**config.mk**
```make
export PLATFORM = sky130hd
export DESIGN_NAME = st2bus_pack
export DESIGN_NICKNAME = d
export VERILOG_FILES = /design/src/rtl/st2bus_pack.sv
export SDC_FILE = /design/constraint.sdc
export NUM_CORES = 2
export LEC_CHECK = 0
export ABC_AREA = 1
export CORE_UTILIZATION = 45
export CTS_BUF_LIST = sky130_fd_sc_hd__clkbuf_8
export DETAILED_ROUTE_END_ITERATION = 16
export RECOVER_POWER = 25
export SETUP_SLACK_MARGIN = 0.3
export SYNTH_ARGS = -nofsm -noshare
export SYNTH_HDL_FRONTEND = slang
export SYNTH_SLANG_ARGS = --single-unit
```
**constraint.sdc**
```tcl
create_clock -name clk_st -period 4.88 [get_ports clk_st]
set_clock_uncertainty 0.1 [all_clocks]
set_input_delay 1.464 -clock clk_st [delete_from_list [all_inputs] [get_ports clk_st]]
set_output_delay 1.464 -clock clk_st [all_outputs]
set_load 0.01 [all_outputs]
```
**src/rtl/st2bus_pack.sv**
```systemverilog
// st2bus_pack: packs a byte stream into wide bus words.
// Each word carries a 64-byte little-endian payload plus a byte count,
// first/last/err flags and a 12-bit packet sequence number.
module st2bus_pack #(
  parameter int BUS = 534,
  parameter int ST  = 8
) (
  input  logic           clk_st,
  input  logic           rst_n,
  input  logic [ST-1:0]  st_data,
  input  logic           st_valid,
  input  logic           st_sop,
  input  logic           st_eop,
  output logic           st_ready,
  output logic [BUS-1:0] bus_data,
  output logic           bus_en,
  input  logic           bus_ready
);

  localparam int LANES = 64;
  localparam int PW    = LANES * ST;

  typedef enum logic [1:0] {IDLE, FILL, HOLD} state_t;

  state_t state, state_next;

  logic [LANES-1:0][ST-1:0] acc;
  logic [5:0]               idx;
  logic                     first_pend;
  logic                     err_drop;
  logic [ST-1:0]            pend_data;
  logic                     pend_valid;
  logic                     pend_eop;
  logic [5:0]               hold_cnt;
  logic                     hold_first;
  logic                     hold_last;
  logic                     hold_err;
  logic [11:0]              seq;
  logic [BUS-1:0]           out_data;
  logic                     out_valid;
  logic                     run;

  logic beat, in_fill, out_free;
  logic start, restart, fill_wr, drop, close_now, hold_go, load_out;
  logic [5:0]               cl_lane, cl_cnt;
  logic                     cl_incl, cl_first, cl_last, cl_err;
  logic [LANES-1:0][ST-1:0] cl_pay;
  logic [BUS-1:0]           load_word;

  // Builds one bus word from a payload and its descriptor fields.
  function automatic logic [BUS-1:0] pack_word(input logic [PW-1:0] pay,
                                               input logic [5:0] cnt,
                                               input logic f, input logic l,
                                               input logic e,
                                               input logic [11:0] sq);
    logic [BUS-1:0] w;
    w = '0;
    w[PW-1:0]     = pay;
    w[PW+5:PW]    = cnt;
    w[PW+6]       = f;
    w[PW+7]       = l;
    w[PW+8]       = e;
    w[PW+20:PW+9] = sq;
    return w;
  endfunction

  // run holds st_ready low until the first edge after reset release.
  assign st_ready = run & (state != HOLD);
  assign bus_en   = out_valid & bus_ready;
  assign bus_data = out_data;
  assign beat     = st_valid & st_ready;
  assign in_fill  = (state == FILL);
  assign out_free = ~out_valid | bus_en;

  // A sop at index 0 (IDLE, or FILL right after a full word) starts a word
  // directly; a sop with bytes already accumulated forces a restart close.
  assign start     = beat & st_sop & ((state == IDLE) | (in_fill & (idx == 6'd0)));
  assign restart   = beat & st_sop & in_fill & (idx != 6'd0);
  assign fill_wr   = beat & ~st_sop & in_fill;
  assign drop      = beat & ~st_sop & (state == IDLE);
  assign close_now = (start & st_eop) | restart | (fill_wr & (st_eop | (idx == 6'd63)));
  assign hold_go   = (state == HOLD) & out_free;
  assign load_out  = (close_now & out_free) | hold_go;

  // Describes the word that closes on this beat and the word to load.
  always_comb begin
    cl_lane  = start ? 6'd0 : idx;
    cl_incl  = ~restart;
    cl_cnt   = restart ? (idx - 6'd1) : (start ? 6'd0 : idx);
    cl_first = start | first_pend;
    cl_last  = start | restart | st_eop;
    cl_err   = restart | err_drop | (start & in_fill);
    for (int k = 0; k < LANES; k++) begin
      cl_pay[k] = (cl_incl && (cl_lane == 6'(k))) ? st_data : acc[k];
    end
    if (hold_go) begin
      load_word = pack_word(acc, hold_cnt, hold_first, hold_last, hold_err, seq);
    end else begin
      load_word = pack_word(cl_pay, cl_cnt, cl_first, cl_last, cl_err, seq);
    end
  end

  // Next-state decode for the IDLE/FILL/HOLD controller.
  always_comb begin
    state_next = state;
    case (state)
      IDLE, FILL: begin
        if (restart) begin
          state_next = (out_free && !st_eop) ? FILL : HOLD;
        end else if (close_now) begin
          if (!out_free) begin
            state_next = HOLD;
          end else begin
            state_next = st_eop ? IDLE : FILL;
          end
        end else if (start) begin
          state_next = FILL;
        end
      end
      HOLD: begin
        if (out_free) begin
          if (pend_valid) begin
            state_next = pend_eop ? HOLD : FILL;
          end else begin
            state_next = hold_last ? IDLE : FILL;
          end
        end
      end
      default: state_next = IDLE;
    endcase
  end

  // State register.
  always_ff @(posedge clk_st or negedge rst_n) begin
    if (!rst_n) begin
      state <= IDLE;
    end else begin
      state <= state_next;
    end
  end

  // Output register: loads a closed or held word, clears when it drains.
  always_ff @(posedge clk_st or negedge rst_n) begin
    if (!rst_n) begin
      out_data  <= '0;
      out_valid <= 1'b0;
      seq       <= 12'd0;
    end else if (load_out) begin
      out_data  <= load_word;
      out_valid <= 1'b1;
      if (hold_go ? hold_last : cl_last) begin
        seq <= seq + 12'd1;
      end
    end else if (bus_en) begin
      out_valid <= 1'b0;
    end
  end

  // Accumulator, byte index, pending byte and held-word descriptor.
  always_ff @(posedge clk_st or negedge rst_n) begin
    if (!rst_n) begin
      run        <= 1'b0;
      acc        <= '0;
      idx        <= 6'd0;
      first_pend <= 1'b0;
      err_drop   <= 1'b0;
      pend_data  <= '0;
      pend_valid <= 1'b0;
      pend_eop   <= 1'b0;
      hold_cnt   <= 6'd0;
      hold_first <= 1'b0;
      hold_last  <= 1'b0;
      hold_err   <= 1'b0;
    end else begin
      run <= 1'b1;
      if (hold_go) begin
        acc <= '0;
        idx <= 6'd0;
        if (pend_valid) begin
          acc[0]     <= pend_data;
          pend_valid <= 1'b0;
          if (pend_eop) begin
            hold_cnt   <= 6'd0;
            hold_first <= 1'b1;
            hold_last  <= 1'b1;
            hold_err   <= 1'b0;
          end else begin
            idx        <= 6'd1;
            first_pend <= 1'b1;
          end
        end
      end else if (close_now) begin
        first_pend <= 1'b0;
        err_drop   <= 1'b0;
        idx        <= 6'd0;
        if (out_free) begin
          acc <= '0;
          if (restart) begin
            acc[0] <= st_data;
            if (st_eop) begin
              hold_cnt   <= 6'd0;
              hold_first <= 1'b1;
              hold_last  <= 1'b1;
              hold_err   <= 1'b0;
            end else begin
              idx        <= 6'd1;
              first_pend <= 1'b1;
            end
          end
        end else begin
          acc        <= cl_pay;
          hold_cnt   <= cl_cnt;
          hold_first <= cl_first;
          hold_last  <= cl_last;
          hold_err   <= cl_err;
          if (restart) begin
            pend_data  <= st_data;
            pend_valid <= 1'b1;
            pend_eop   <= st_eop;
          end
        end
      end else if (start) begin
        acc[0]     <= st_data;
        idx        <= 6'd1;
        first_pend <= 1'b1;
        if (in_fill) begin
          err_drop <= 1'b1;
        end
      end else if (fill_wr) begin
        acc[idx] <= st_data;
        idx      <= idx + 6'd1;
      end else if (drop) begin
        err_drop <= 1'b1;
      end
    end
  end

endmodule

```
; Word level (Yosys, flattened, before mapping)
; Index checks and enable logic that the tools add are counted.
[classes]
bitwise_logic = 32
n_mux = 142
magnitude_cmp = 2
n_reduce_logical = 87
n_eq_ne = 78
addsub = 3
[op_table]
columns = operator, count
row1 = 512-bit 2-to-1 mux, 4
row2 = 8-bit 2-to-1 mux, 68
row3 = 521-bit 2-to-1 mux, 1
row4 = 512-bit bitwise mux, 1
row5 = 504-bit 2-to-1 mux, 1
row6 = 6-bit equality test (second input constant), 33
row7 = 6-bit by 5-bit equality test with 1-bit output (second input constant), 16
row8 = 6-bit 2-to-1 mux, 13
row9 = 1-bit logical AND, 66
row10 = 8-bit demux with 6-bit select, 1
row11 = 6-bit by 4-bit equality test with 1-bit output (second input constant), 8
row12 = 1-bit 2-to-1 mux, 44
row13 = 6-bit by 3-bit equality test with 1-bit output (second input constant), 4
row14 = 1-bit bitwise AND, 16
row15 = 2-bit 2-to-1 mux, 8
row16 = 12-bit by 1-bit adder with 12-bit output (second input constant), 1
row17 = 6-bit by 2-bit equality test with 1-bit output (second input constant), 2
row18 = 6-bit zero test, 2
row19 = 1-bit OR, 11
row20 = 2-bit inequality test (second input constant), 5
row21 = 3-bit by 2-bit inequality test with 1-bit output (second input constant), 3
row22 = 3-bit nonzero test, 3
row23 = 4-bit AND reduction, 2
row24 = 6-bit by 7-bit < comparator with 1-bit output (second input constant), 1
row25 = other kinds (20), 30
[totals]
elab_cells = 423
reg_bits = 1088
inputBits = 14

; Depth between registers and ports, before layout
[depth]
depth_word = 12
ltp_mapped = 16

; Least setup slack after synthesis
; OpenSTA, ideal clock, no wires.
[synth_path]
path_kind = in2reg
startpoint = input port bus_ready
endpoint = register out_data[145], in the netlist bus_data[145]
path_slack_ns = 1.735
t_arrival_ns = 2.980
path_buffers = 3
setup_ns = 0.065
cell_stages = 10
cell_sequence = nor2_1 nor2_2 inv_2 clkbuf_1 clkbuf_1 buf_1 nor2_1 nor2_1 o21ai_0 nand2_1
[synth_between]
elab_chain_cells = 4
[synth_lines]
columns = item, line_no
row1 = start: declaration, 17  ; input logic bus_ready
row2 = 1-bit bitwise AND (*), 69  ; assign bus_en = out_valid & bus_ready;
row3 = 1-bit OR (*), 73  ; assign out_free = ~out_valid | bus_en;
row4 = 1-bit bitwise AND (on tied branches), "82, 83"
row5 = 521-bit 2-to-1 mux or 1-bit OR (tied branches), "96, 83"
row6 = end signal: assignment, 149  ; out_data <= load_word;
row7 = end: declaration, 39  ; logic [BUS-1:0] out_data;
; Mark *: on every way between the ends. The rest lies on a longest branch, timed or not.
; A chain may end at the register's enable or synchronous reset.

; Final worst setup path
[layout_path]
startpoint = input port bus_ready
endpoint = output port bus_en
[layout_between]
elab_chain_cells = 1
[layout_lines]
columns = item, line_no
row1 = 1-bit bitwise AND, 69
row2 = end: declaration, 16  ; output logic bus_en,
; No other way between the ends.

==> impl_results.md <==
* R2r setup slk at 530 ps
* YS warnings at 0
* All-Layer GR Usage at 37.5%
* Power Density at 361 mW/mm^2
* Cells after DPL at 11151
* Largest net degree at the start of global routing at 139
* Fin. Hold Viols at 0
* Cts bufs inserted at 197
* Fin crit share at 91.9%
* PostCTS Resize Cnt at 0
* Vias at 66955
* Leakage at 0.0372 uW
* Gpl congestion at 0.907
* Port Buffer Count at 548
* Register area share after synthesis at 44.2%
* Cell area after placement at 0.0696 sq mm
* Commonest non-fill, non-tap cells in the layout: 3845 x nand2_1, 1197 x nand3_1, 1088 x dfrtp_1
* Post-DP HPWL at 158000 um
* Failing checks: max-capacitance violations, max-slew violations
* Final instance area at 0.0734 sq mm
* IO Count at 550
* Max Cap Violations at 1
* # setup viols final at 0
* Synth area leaders: dfrtp_1 44%, nand2_1 23%, nand3_1 9.7%, o21ai_0 5.6%, nor2_1 3.2%
* Maximum vdd drop at 263 uV
* Syn Nets at 9167
* Initial antenna violation count at 6
* Starting Density at 45.4%
* Syn-to-layout area delta at 19.2%
* Vias in the first global route at 61770
* Worst-Skew Late Latency at 960 ps
* Worst setup EP type: output port
* Avg Cell Area, Syn at 6.73 sq um
* # H-tree levels at 4
* # clock sinks at 1088
* Critical path arrival at 2920 ps
* #FFs+latches synth at 1088
* Clk root buf: clkbuf_8
* Post-synth ARST share at 100%
* CTS tree: done
* Vias per cell at 5.83
* Library cells used by synthesis at 38
* Final setup margin at 395 ps
* Post-CTS repair timing setup buffer count at 0
* CTS Hold Bufs at 0
* Fillers at 13136
* Worst-Margin Slew at 3660 ps
* DRC viols at 0
* Grt ovf at 0
* Placement Setup Slack at 95.2 ps
* Die X at 372 um
* Cell area after synthesis at 0.0615 sq mm
* Crit-path max FO at 2
* Core area at 0.136 sq mm
* Final critical-path required period at 4480 ps
* Slew Limit Fails at 39
* Mapped Cells at 9149
* ANT nets after route at 0
* F_max at 223 MHz
* Setup_tns at 0 ps
* Finished Layout Cells at 11488
* Share of the synthesized area in the top cell type at 44.2%
* Routed len/inst at 23.1 um
* Critical path class: in2out
* Synth area leader: dfrtp_1
* Status: finished with violations
* CTS max path bufs at 3
* Pre-Repair DR Iteration Count at 7
* CP Data Required Time at 3320 ps
* Num rows at 135
* Share of layout cells above drive strength 1 at 6.24%
* Synth Flop Type: dfrtp_1
* Die area at 0.138 sq mm
* CP Launch Type: input pin
* Nets at 9587
* RSZ-0062 raised after global routing: no
* Max-slew headroom at -144%
* First-pass GRT wire length at 394000 um
* Number of enable flip-flop cells after synthesis at 0
* Hold Path Class: reg2reg
* Commonest non-fill, non-tap cell in the layout: nand2_1
* Die Y at 372 um
* Worst-path clk slew at 50 ps
* WL final at 265000 um
* DRT iter0 DRCs at 7913
## registers in the layout (all words and copies together), names as in the netlist, 2 cells and up
signal / cells
hold_cnt: 6
state: 2
acc: 512
bus_data: 533
idx: 6
pend_data: 8
seq: 12
## worst paths after layout
| check | from | to | cells past startpoint |
|---|---|---|---|
| worst min-delay path | bus_data[529] | bus_data[529] | 2 |
| min in group asynchronous | rst_n | bus_data[185] | 1 |
| worst max register to register | idx[1] | bus_data[425] | 12 |
| worst min register to register | bus_data[529] | bus_data[529] | 2 |
| max in group asynchronous | rst_n | acc[203] | 2 |
| worst max-delay path | bus_ready | bus_en | 4 |
## per-layer routing
| layer | part of all wire [%] | track usage [%] | up-vias |
|---|---|---|---|
| met4 | 5.6 | 19.3 | 4 |
| met2 | 43 | 55.4 | 3707 |
| met3 | 11 | 8.96 | 721 |
| li1 | - | - | 30516 |
| met1 | 40 | 51.1 | 32007 |
| met5 | 0.0079 | 0 | - |
## logic make-up after synthesis
group	count (synthesis)	share of synthesized area (%)
buf+inv	960	6.25
other cells	2	0.0122
flops	1088	44.2
simple gates	5706	37.9
fa+ha+maj	4	0.0813
compound gates	1375	11.4
xor+xnor	14	0.199
## cell usage after synthesis (2+ instances only)
cell and count:
nand2_1 3846, nand3_1 1197, dfrtp_1 1088, o21ai_0 685
nor2_1 517, inv_1 387, o21ai_1 351, clkbuf_1 327
a21oi_1 301, buf_2 164, buf_1 59, nand4_1 55
nor2_2 50, nand2_2 22, o211ai_1 14, inv_2 10
nor3_1 10, a31oi_1 9, buf_4 9, xor2_1 9
a22o_1 6, xnor2_1 5, ha_1 4, nand3_2 4
clkinv_1 3, o21ai_2 3, conb_1 2, nor3_2 2
## power breakdown
part           leakage (uW)  internal, uW  total [uW]  switching [uW]
combinational        0.0203          2650        6330            3680
sequential           0.0147         10300       11500            1230
clock               0.00222          4510        8620            4110
total                0.0372         17500       26500            9020
## critical path, cell delays in order
cell,delay (ps)
clkdlybuf4s50_1,620
nand2_1,120
inv_1,150
clkdlybuf4s50_1,560
## area by class of cell
type	count	area (sq um)	share of cell area, %
flip-flops and latches	1088	27200	37.1
diodes	2	5.00	0.00682
multi-input cells	7101	30600	41.7
inverters	400	1550	2.11
clock inverters	86	348	0.474
clock buffers	249	3430	4.67
repair buffers	781	7980	10.9
well taps	1781	2230	3.04
## stage by stage
| stage | utilization [%] | power, uW | hold WS, ps |
|---|---|---|---|
| 2_1_floorplan | - | 14100 | 342 |
| 3_3_place_gp | 51.3 | 17800 | 356 |
| 3_5_place_dp | 51.3 | 17900 | 361 |
| 4_1_cts | 54.1 | 26500 | 317 |
| 5_1_grt | 54.1 | 27600 | 394 |
| 6_report | 54.1 | 26500 | 371 |
Power figures use the tool's default switching activity.
